File: config.mk
export PLATFORM = sky130hd
export DESIGN_NAME = threshold_slot_scheduler_flat
export DESIGN_NICKNAME = d
export VERILOG_FILES = /design/src/rtl/threshold_slot_scheduler_if.sv /design/src/rtl/threshold_slot_scheduler.sv /design/src/flat_wrapper.sv
export SDC_FILE = /design/constraint.sdc
export NUM_CORES = 1
export LEC_CHECK = 0
export CAP_MARGIN = 20
export CORE_UTILIZATION = 30
export DETAILED_ROUTE_END_ITERATION = 12
export PLACE_DENSITY = 0.45
export SYNTH_ARGS = -nofsm -noshare
export SYNTH_HDL_FRONTEND = slang
export SYNTH_SLANG_ARGS = --single-unit
File: constraint.sdc
create_clock -name clock -period 8.8 [get_ports clock]
set_clock_uncertainty 0.2 [all_clocks]
set_input_delay 1.76 -clock clock [delete_from_list [all_inputs] [get_ports clock]]
set_output_delay 1.76 -clock clock [all_outputs]
set_load 0.01 [all_outputs]
File: src/rtl/threshold_slot_scheduler_if.sv
// threshold_slot_scheduler_if: pixel, config, processor and result signals of the slot scheduler
interface threshold_slot_scheduler_if;
  logic [10:0] x, y;
  logic [3:0] slot_enable;
  logic cfg_we;
  logic [1:0] cfg_slot;
  logic [2:0] cfg_field;
  logic [7:0] cfg_data;
  logic [10:0] proc_avgX, proc_avgY;
  logic proc_found;
  logic [7:0] C1LOW, C1HIGH, C2LOW, C2HIGH, C3LOW, C3HIGH;
  logic [1:0] active_slot;
  logic frame_start, result_valid;
  logic [1:0] result_slot;
  logic [10:0] result_x, result_y;
  logic result_found;
  modport master(
    output x, y, slot_enable, cfg_we, cfg_slot, cfg_field, cfg_data, proc_avgX, proc_avgY, proc_found,
    input C1LOW, C1HIGH, C2LOW, C2HIGH, C3LOW, C3HIGH, active_slot, frame_start, result_valid,
    input result_slot, result_x, result_y, result_found
  );
  modport slave(
    input x, y, slot_enable, cfg_we, cfg_slot, cfg_field, cfg_data, proc_avgX, proc_avgY, proc_found,
    output C1LOW, C1HIGH, C2LOW, C2HIGH, C3LOW, C3HIGH, active_slot, frame_start, result_valid,
    output result_slot, result_x, result_y, result_found
  );
endinterface

File: src/rtl/threshold_slot_scheduler.sv
// threshold_slot_scheduler: frame-synchronous time-sharing of one threshold processor across four slots
module threshold_slot_scheduler #(
  parameter int FRAMES_PER_SLOT = 1,
  parameter logic [7:0] DEF_C1LOW = 8'd15,
  parameter logic [7:0] DEF_C1HIGH = 8'd250,
  parameter logic [7:0] DEF_C2LOW = 8'd8,
  parameter logic [7:0] DEF_C2HIGH = 8'd145,
  parameter logic [7:0] DEF_C3LOW = 8'd165,
  parameter logic [7:0] DEF_C3HIGH = 8'd248
) (
  input logic clock,
  input logic resetn,
  threshold_slot_scheduler_if.slave bus
);
  typedef enum logic [1:0] {IDLE, RUN, SETTLE} state_t;
  localparam logic [7:0] DEF [6] = '{DEF_C1LOW, DEF_C1HIGH, DEF_C2LOW, DEF_C2HIGH, DEF_C3LOW, DEF_C3HIGH};
  state_t state_q, state_d;
  logic [7:0] bank_q [4][6];
  logic [7:0] bank_d [4][6];
  logic [7:0] thr_q [6];
  logic [7:0] thr_d [6];
  logic [1:0] slot_q, slot_d, prev_slot_q, prev_slot_d, nxt, first;
  logic [3:0] cnt_q, cnt_d;
  logic prev_zero_q, prev_zero_d, go_idle_q, go_idle_d, sof;
  logic frame_start_q, frame_start_d, result_valid_q, result_valid_d, result_found_q, result_found_d;
  logic [1:0] result_slot_q, result_slot_d;
  logic [10:0] result_x_q, result_x_d, result_y_q, result_y_d;
  assign prev_zero_d = bus.x == 11'd0 && bus.y == 11'd0;
  assign sof = prev_zero_d && !prev_zero_q;
  assign frame_start_d = sof;
  assign result_valid_d = state_q == SETTLE;
  always_comb begin
    first = 2'd3;
    nxt = slot_q;
    for (int i = 3; i >= 0; i--) first = bus.slot_enable[i] ? 2'(i) : first;
    for (int i = 3; i >= 1; i--) nxt = bus.slot_enable[slot_q + 2'(i)] ? slot_q + 2'(i) : nxt;
    state_d = state_q;
    slot_d = slot_q;
    prev_slot_d = prev_slot_q;
    cnt_d = cnt_q;
    go_idle_d = go_idle_q;
    thr_d = thr_q;
    bank_d = bank_q;
    result_slot_d = result_slot_q;
    result_x_d = result_x_q;
    result_y_d = result_y_q;
    result_found_d = result_found_q;
    case (state_q)
      IDLE: if (sof && bus.slot_enable != 4'd0) begin
        state_d = RUN;
        slot_d = first;
        thr_d = bank_q[first];
        cnt_d = '0;
      end
      RUN: if (sof) begin
        state_d = SETTLE;
        prev_slot_d = slot_q;
        go_idle_d = bus.slot_enable == 4'd0;
        cnt_d = cnt_q + 4'd1;
        if (!go_idle_d && (cnt_d == 4'(FRAMES_PER_SLOT) || !bus.slot_enable[slot_q])) begin
          slot_d = nxt;
          thr_d = bank_q[nxt];
          cnt_d = '0;
        end
      end
      SETTLE: begin
        state_d = go_idle_q ? IDLE : RUN;
        result_slot_d = prev_slot_q;
        result_x_d = bus.proc_avgX;
        result_y_d = bus.proc_avgY;
        result_found_d = bus.proc_found;
      end
      default: state_d = IDLE;
    endcase
    // loads above read bank_q, so a same-cycle write is only seen by later loads
    if (bus.cfg_we && bus.cfg_field < 3'd6) bank_d[bus.cfg_slot][bus.cfg_field] = bus.cfg_data;
  end
  always_ff @(posedge clock) begin
    if (!resetn) begin
      state_q <= IDLE;
      for (int s = 0; s < 4; s++) bank_q[s] <= DEF;
      thr_q <= DEF;
      slot_q <= '0;
      prev_slot_q <= '0;
      cnt_q <= '0;
      go_idle_q <= 1'b0;
      prev_zero_q <= 1'b0;
      frame_start_q <= 1'b0;
      result_valid_q <= 1'b0;
      result_slot_q <= '0;
      result_x_q <= '0;
      result_y_q <= '0;
      result_found_q <= 1'b0;
    end else begin
      state_q <= state_d;
      bank_q <= bank_d;
      thr_q <= thr_d;
      slot_q <= slot_d;
      prev_slot_q <= prev_slot_d;
      cnt_q <= cnt_d;
      go_idle_q <= go_idle_d;
      prev_zero_q <= prev_zero_d;
      frame_start_q <= frame_start_d;
      result_valid_q <= result_valid_d;
      result_slot_q <= result_slot_d;
      result_x_q <= result_x_d;
      result_y_q <= result_y_d;
      result_found_q <= result_found_d;
    end
  end
  assign bus.C1LOW = thr_q[0];
  assign bus.C1HIGH = thr_q[1];
  assign bus.C2LOW = thr_q[2];
  assign bus.C2HIGH = thr_q[3];
  assign bus.C3LOW = thr_q[4];
  assign bus.C3HIGH = thr_q[5];
  assign bus.active_slot = slot_q;
  assign bus.frame_start = frame_start_q;
  assign bus.result_valid = result_valid_q;
  assign bus.result_slot = result_slot_q;
  assign bus.result_x = result_x_q;
  assign bus.result_y = result_y_q;
  assign bus.result_found = result_found_q;
endmodule

File: src/flat_wrapper.sv
// flat-port wrapper written by rule: the top's interface ports become plain ports
module threshold_slot_scheduler_flat 
#(
  parameter int FRAMES_PER_SLOT = 1,
  parameter logic [7:0] DEF_C1LOW = 8'd15,
  parameter logic [7:0] DEF_C1HIGH = 8'd250,
  parameter logic [7:0] DEF_C2LOW = 8'd8,
  parameter logic [7:0] DEF_C2HIGH = 8'd145,
  parameter logic [7:0] DEF_C3LOW = 8'd165,
  parameter logic [7:0] DEF_C3HIGH = 8'd248
)
  (clock, resetn, bus_x, bus_y, bus_slot_enable, bus_cfg_we, bus_cfg_slot, bus_cfg_field, bus_cfg_data, bus_proc_avgX, bus_proc_avgY, bus_proc_found, bus_C1LOW, bus_C1HIGH, bus_C2LOW, bus_C2HIGH, bus_C3LOW, bus_C3HIGH, bus_active_slot, bus_frame_start, bus_result_valid, bus_result_slot, bus_result_x, bus_result_y, bus_result_found);
  threshold_slot_scheduler_if bus_i ();
  input logic clock;
  input logic resetn;
  input wire logic [$bits(bus_i.x)-1:0] bus_x;
  input wire logic [$bits(bus_i.y)-1:0] bus_y;
  input wire logic [$bits(bus_i.slot_enable)-1:0] bus_slot_enable;
  input wire logic [$bits(bus_i.cfg_we)-1:0] bus_cfg_we;
  input wire logic [$bits(bus_i.cfg_slot)-1:0] bus_cfg_slot;
  input wire logic [$bits(bus_i.cfg_field)-1:0] bus_cfg_field;
  input wire logic [$bits(bus_i.cfg_data)-1:0] bus_cfg_data;
  input wire logic [$bits(bus_i.proc_avgX)-1:0] bus_proc_avgX;
  input wire logic [$bits(bus_i.proc_avgY)-1:0] bus_proc_avgY;
  input wire logic [$bits(bus_i.proc_found)-1:0] bus_proc_found;
  output wire logic [$bits(bus_i.C1LOW)-1:0] bus_C1LOW;
  output wire logic [$bits(bus_i.C1HIGH)-1:0] bus_C1HIGH;
  output wire logic [$bits(bus_i.C2LOW)-1:0] bus_C2LOW;
  output wire logic [$bits(bus_i.C2HIGH)-1:0] bus_C2HIGH;
  output wire logic [$bits(bus_i.C3LOW)-1:0] bus_C3LOW;
  output wire logic [$bits(bus_i.C3HIGH)-1:0] bus_C3HIGH;
  output wire logic [$bits(bus_i.active_slot)-1:0] bus_active_slot;
  output wire logic [$bits(bus_i.frame_start)-1:0] bus_frame_start;
  output wire logic [$bits(bus_i.result_valid)-1:0] bus_result_valid;
  output wire logic [$bits(bus_i.result_slot)-1:0] bus_result_slot;
  output wire logic [$bits(bus_i.result_x)-1:0] bus_result_x;
  output wire logic [$bits(bus_i.result_y)-1:0] bus_result_y;
  output wire logic [$bits(bus_i.result_found)-1:0] bus_result_found;
  assign bus_i.x = bus_x;
  assign bus_i.y = bus_y;
  assign bus_i.slot_enable = bus_slot_enable;
  assign bus_i.cfg_we = bus_cfg_we;
  assign bus_i.cfg_slot = bus_cfg_slot;
  assign bus_i.cfg_field = bus_cfg_field;
  assign bus_i.cfg_data = bus_cfg_data;
  assign bus_i.proc_avgX = bus_proc_avgX;
  assign bus_i.proc_avgY = bus_proc_avgY;
  assign bus_i.proc_found = bus_proc_found;
  assign bus_C1LOW = bus_i.C1LOW;
  assign bus_C1HIGH = bus_i.C1HIGH;
  assign bus_C2LOW = bus_i.C2LOW;
  assign bus_C2HIGH = bus_i.C2HIGH;
  assign bus_C3LOW = bus_i.C3LOW;
  assign bus_C3HIGH = bus_i.C3HIGH;
  assign bus_active_slot = bus_i.active_slot;
  assign bus_frame_start = bus_i.frame_start;
  assign bus_result_valid = bus_i.result_valid;
  assign bus_result_slot = bus_i.result_slot;
  assign bus_result_x = bus_i.result_x;
  assign bus_result_y = bus_i.result_y;
  assign bus_result_found = bus_i.result_found;
  threshold_slot_scheduler #(.FRAMES_PER_SLOT(FRAMES_PER_SLOT), .DEF_C1LOW(DEF_C1LOW), .DEF_C1HIGH(DEF_C1HIGH), .DEF_C2LOW(DEF_C2LOW), .DEF_C2HIGH(DEF_C2HIGH), .DEF_C3LOW(DEF_C3LOW), .DEF_C3HIGH(DEF_C3HIGH)) u_core (.clock(clock), .resetn(resetn), .bus(bus_i));
endmodule
# --- After elaboration in Yosys (flattened, before gate mapping) ---
# Cells that the tools add are included.
totals:
  register_bits: 279
  in_bits: 65
  output_inout_bits: 77
  wordCells: 129
classes:
  n_addsub: 4
  n_lt_le_gt_ge: 11
  n_eq_ne: 6
  muxes: 41
  n_bitwise: 4
  n_reduce_logical: 21
ops:
  columns: ["cell", "count"]
  rows:
  - ["48-bit 2-to-1 mux", 8]
  - ["48-bit binary-select mux with 2-bit select", 2]
  - ["192-bit bitwise mux", 1]
  - ["48-bit demux with 2-bit select", 1]
  - ["48-bit one-hot mux with 2 select lines", 1]
  - ["8-bit demux with 3-bit select", 1]
  - ["11-bit logical NOT", 2]
  - ["2-bit 2-to-1 mux", 10]
  - ["2-bit by 3-bit less-than comparator with 1-bit output, second input constant", 4]
  - ["4-bit 2-to-1 mux", 3]
  - ["3-bit >= comparator, second input constant", 3]
  - ["2-bit NOT with 3-bit output", 3]
  - ["1-bit binary-select mux with 2-bit select", 4]
  - ["8-bit 2-to-1 mux", 1]
  - ["4-bit one-hot mux with 2 select lines", 1]
  - ["1-bit logical AND", 7]
  - ["1-bit 2-to-1 mux", 6]
  - ["2-bit by 1-bit inequality test with 1-bit output, second input constant", 3]
  - ["2-bit one-hot mux with 3 select lines", 1]
  - ["2-bit adder, second input constant", 2]
  - ["4-bit by 1-bit adder with 4-bit output, second input constant", 1]
  - ["4-bit by 1-bit == test with 1-bit output, second input constant", 1]
  - ["4-bit >= comparator, second input constant", 1]
  - ["4-bit logical NOT", 1]
  - ["16 further kinds", 19]

# --- Depth between registers and ports, before layout ---
depth:
  depth_word: 13
  mapped_depth: 11
  mapped_depth_nobuf: 8

# --- Least setup slack after synthesis ---
# OpenSTA, ideal clock, no wires.
synth_path:
  path_type: "in2reg"
  from: "input bus_y[7]"
  to: "register u_core.thr_q (netlist bit u_core.bus.C1LOW[0])"
  setup_ns: 0.122
  arrival_time_ns: 3.678
  required_time_ns: 8.478
  slack_ns: 4.800
  stages: 8
  path_buffers: 3
  path_cell_list: "nor4_1 nand3_1 or3_1 buf_2 or4_1 buf_2 buf_6 a221o_1"
synth_via:
  elab_chain_cells: 6
  word_cells_on_any_way: 7
  cone_classes: "eq/ne (2); reduce/logical (5)"
synth_lines:
  columns: ["item", "line", "rtl"]
  rows:
  - ["start: declaration", "flat_wrapper.sv:17", "input wire logic [$bits(bus_i.y)-1:0] bus_y;"]
  - ["11-bit logical NOT *", "threshold_slot_scheduler.sv:28", "assign prev_zero_d = bus.x == 11'd0 && bus.y == 11'd0;"]
  - ["1-bit logical AND *", "threshold_slot_scheduler.sv:28", null]
  - ["1-bit logical AND *", "threshold_slot_scheduler.sv:29", "assign sof = prev_zero_d && !prev_zero_q;"]
  - ["1-bit logical AND", "threshold_slot_scheduler.sv:49", "IDLE: if (sof && bus.slot_enable != 4'd0) begin"]
  - ["2-bit by 1-bit inequality test with 1-bit output (no line)", null, null]
  - ["4-bit AND reduction (no line) *", null, null]
  - ["end signal: assignment", "threshold_slot_scheduler.sv:97", "thr_q <= thr_d;"]
  - ["end: declaration", "threshold_slot_scheduler.sv:20", "logic [7:0] thr_q [6];"]
# Mark *: on every way between the ends. The rest lies on a longest branch, timed or not.
# A chain may end at the register's enable or synchronous reset.

# --- Final worst setup path ---
layout_path:
  from: "input bus_slot_enable[2]"
  to: "register u_core.thr_q (netlist bit u_core.bus.C1LOW[2])"
layout_via:
  elab_chain_cells: 12
  word_cells_on_any_way: 36
  cone_classes: "eq/ne (2); mux (24); bitwise (2); reduce/logical (8)"
layout_lines:
  columns: ["item", "line", "rtl"]
  rows:
  - ["start: declaration", "flat_wrapper.sv:18", "input wire logic [$bits(bus_i.slot_enable)-1:0] bus_slot_enable;"]
  - ["1-bit binary-select mux with 2-bit select", "threshold_slot_scheduler.sv:36", "for (int i = 3; i >= 1; i--) nxt = bus.slot_enable[slot_q + 2'(i)] ? slot_q + 2'(i) : nxt;"]
  - ["1-bit 2-to-1 mux (not written as such)", "threshold_slot_scheduler.sv:36", null]
  - ["2-bit 2-to-1 mux (3 in a row)", "threshold_slot_scheduler.sv:36", null]
  - ["2-bit NOT with 3-bit output (not written as such)", "threshold_slot_scheduler.sv:62", "thr_d = bank_q[nxt];"]
  - ["48-bit binary-select mux with 2-bit select", "threshold_slot_scheduler.sv:62", null]
  - ["48-bit 2-to-1 mux (not written as such) (2 in a row)", "threshold_slot_scheduler.sv:62", null]
  - ["48-bit 2-to-1 mux", "threshold_slot_scheduler.sv:60", "if (!go_idle_d && (cnt_d == 4'(FRAMES_PER_SLOT) || !bus.slot_enable[slot_q])) begin"]
  - ["48-bit 2-to-1 mux", "threshold_slot_scheduler.sv:55", "RUN: if (sof) begin"]
  - ["48-bit one-hot mux with 2 select lines", "threshold_slot_scheduler.sv:48", "case (state_q)"]
# Parallel ways exist; a longest one is shown, timed or not. The select of a mux whose other input is x is not followed.

==> reports/metrics.yaml <==
fin_tns_setup_ns: 0
setup_viol: 0
rows: 77
multi_input_area_um2: 7360
r2r_slack_ns: 4.86
wl_met2_um: 23100
cts_resized: 0
diodes: 0
syn_inst: 1708
nNetsFinal: 1826
met1_length_um: 26100
synth.avg_cell_area_um2: 7.90
io_pins: 142
cts_buffers: 35
total_power_mw: 2.96
drt-total-wl_um: 53500
drc_errors: 0
syn-num-nets: 1775
route.met3.wl_um: 3060
vias: 13300
fillers: 4598
critPathSlowestCell: "nand2_2"
netlist_area_um2: 13500
grt-ovfl-total: 0
static-leakage-power_nw: 6.06
cts_setup_buffers: 0
arrival_ns: 5.76
critPathBufInv: 3
grt_max_degree: 85
syn2layout_area_growth_pct: 22.9
drive_gt1_frac: 0.0791
synth-edff-count: 0
r2r-end: "u_core.bus.C1LOW[2]$_SDFFE_PN1P_"
slew_headroom: 0.241
startpoint_type: "primary input"
crit_path_frequent_cell: "buf_4"
start_util: 0.305
max_stage_delay_ns: 0.82
grt_pass1_wl_um: 81300
yosys_warnings: 0
yosysSeqAreaShare: 0.414
status: "finished, final reports clean"
min_path_type: "reg2reg"
rsz0062_at_grt: "false"
critPathMaxFanout: 58
antenna_found_initial: 0
place_hpwl_um: 30900
synth_area_leaders: "dfxtp_1 41%, mux2i_1 9.1%, nand2_1 8.2%, nand3_1 7.9%, a21oi_1 5.9%"
ys_types: 52
slew_violations: 0
avgViaCountPerCell: 5.59
tightest_slew_ns: 1.13
yosysTopAreaCellShare: 0.414
track_usage: 0.229
synth_top_area_cell: "dfxtp_1"
ys_ff_latch: 279
critPathTopFamily: "buffers and inverters"
core_um2: 44300
drtIter0Drc: 1359
cts_tree: "yes"
portBuffers: 141
vdd_drop_max_mv: 0.0848
ctsHtreeMaxLevel: 2
grt_pass1_vias: 12500
whs_path_depth: 1
hold_path.startpoint: "u_core.prev_zero_q$_SDFF_PN0_"
end_kind: "register"
place_congestion: 0.764
hold_end: "u_core.bus.frame_start$_SDFF_PN0_"
ys.flop_type: "dfxtp_1"
ctsHoldBuffers: 0
drv_cap: 0
dieHeight_um: 214
top_layer: "met4"
die_w_um: 214
period_share: 0.632
r2r_cells: 8
final_antenna_net_count: 0
crit_chain: "buf_2 -> nor2_1 -> or3b_2 -> buf_4 -> nand2_2 -> buf_4 -> mux2i_1 -> o22ai_1 -> o31a_1"
seqCellArea_um2: 5590
critPathKind: "in2reg"
cts_root_buf: "clkbuf_16"
cts_sinks: 279
min_period_ns: 5.56
synth_async_sr_flop_share: 0
report.final.hold_viol_count: 0
dieArea_um2: 45800
clk_pin_slew_ns: 0.05
cts.path.max_buffers: 3
powerDensity_nw_per_um2: 178
fmax_mhz: 180
r2r_start: "u_core.bus.active_slot[0]$_SDFFE_PN0P_"
insertion_delay_ns: 0.53
first_pass_iters: 5
crit_required_ns: 9.01
wl_per_cell_um: 22.5
logic make-up after synthesis:
kind of cell,share of synthesized area
and+or+nand+nor,0.238
AOI/OAI and AO/OA,0.191
DFF,0.414
buffers and inverters,0.0516
muxes,0.105
adders and majority gates,0.00185
metrics by stage:
stage | instance area [µm²] | util | hold slack [ns] | setup WS, ns | cells
2_1_floorplan | 13500 | - | 0.209 | 4.80 | 1708
3_3_place_gp | 15400 | 0.348 | 0.233 | 2.88 | 2312
3_5_place_dp | 15400 | 0.348 | 0.236 | 2.79 | 2313
4_1_cts | 16600 | 0.374 | 0.250 | 3.29 | 2373
5_1_grt | 16600 | 0.374 | 0.260 | 3.11 | 2374
6_report | 16600 | 0.374 | 0.241 | 3.24 | 2374
cells in the mapped netlist (17+ instances only):
cell	instances
nand2_1	294
o21ai_0	78
a211oi_1	44
a21oi_1	159
nand3_1	212
clkbuf_1	139
nor2_1	95
o221ai_1	26
and3_1	38
dfxtp_1	279
buf_2	17
mux2i_1	123
cell type report:
| type | instances | share of cell area |
|---|---|---|
| repair buffers | 184 | 0.104 |
| well taps | 592 | 0.0446 |
| multi-input cells | 1251 | 0.443 |
| clock buffers | 53 | 0.0624 |
| clock inverters | 7 | 0.00664 |
| inverters | 8 | 0.00196 |
| flip-flops and latches | 279 | 0.337 |
sequential cells by signal, summed over array words and instances, names as in the netlist, 2 cells and up:
name and cells:
u_core.bus.C3HIGH 8, u_core.bus.C2HIGH 8, u_core.bus.C1LOW 8, u_core.bus.C1HIGH 8, u_core.bus.result_y 11, u_core.bus.result_x 11
u_core.bus.result_slot 2, u_core.state_q 2, u_core.bank_q 192, u_core.bus.C3LOW 8, u_core.bus.C2LOW 8, u_core.cnt_q 4
u_core.prev_slot_q 2, u_core.bus.active_slot 2
worst max path at each step:
stage / from / endpoint / slack, ns / cells after the start
after floorplan: bus_y[7] / u_core.bus.C1LOW[0]$_SDFFE_PN1P_ / 4.80 / 8
after global placement: bus_slot_enable[2] / u_core.bus.C1LOW[2]$_SDFFE_PN1P_ / 2.88 / 9
after detailed placement: bus_slot_enable[2] / u_core.bus.C3LOW[7]$_SDFFE_PN1P_ / 2.79 / 9
after CTS: bus_slot_enable[2] / u_core.bus.C1LOW[2]$_SDFFE_PN1P_ / 3.29 / 9
after global routing: bus_slot_enable[2] / u_core.bus.C1LOW[2]$_SDFFE_PN1P_ / 3.11 / 9
final: bus_slot_enable[2] / u_core.bus.C1LOW[2]$_SDFFE_PN1P_ / 3.24 / 9
cell usage in the layout, fill, tap and decap left out, types with 4 or more instances in the layout:
master           instances
clkbuf_8                 5
o21ai_0                 77
clkinv_2                 4
clkbuf_16               37
nor4_1                   5
mux2_2                  14
o211ai_1                14
a211oi_1                44
mux2i_1                123
buf_4                   43
o22a_1                  16
or3_1                    7
o31a_1                   5
o41ai_1                 15
clkbuf_1                11
o21ai_1                  6
nor2_1                  92
o31ai_1                 15
a21oi_1                159
clkdlybuf4s50_1        137
and3_1                  38
inv_1                    7
nand2_1                293
dfxtp_1                279
nand3_1                212
a32o_1                  11
o221ai_1                26
or4_1                   15
o22ai_1                  5
power by group:
group | switching (mW) | internal [mW]
sequential | 0.00498 | 1.27
combinational | 0.159 | 0.0726
clock | 0.554 | 0.897
total | 0.719 | 2.24
metal layers:
metal  vias to the layer above  GRT usage
met3                        75     0.0274
li1                       6238          -
met1                      6448      0.336
met4                         0     0.0660
met2                       501      0.348
met5                         -          0
Power figures use the tool's default switching activity.
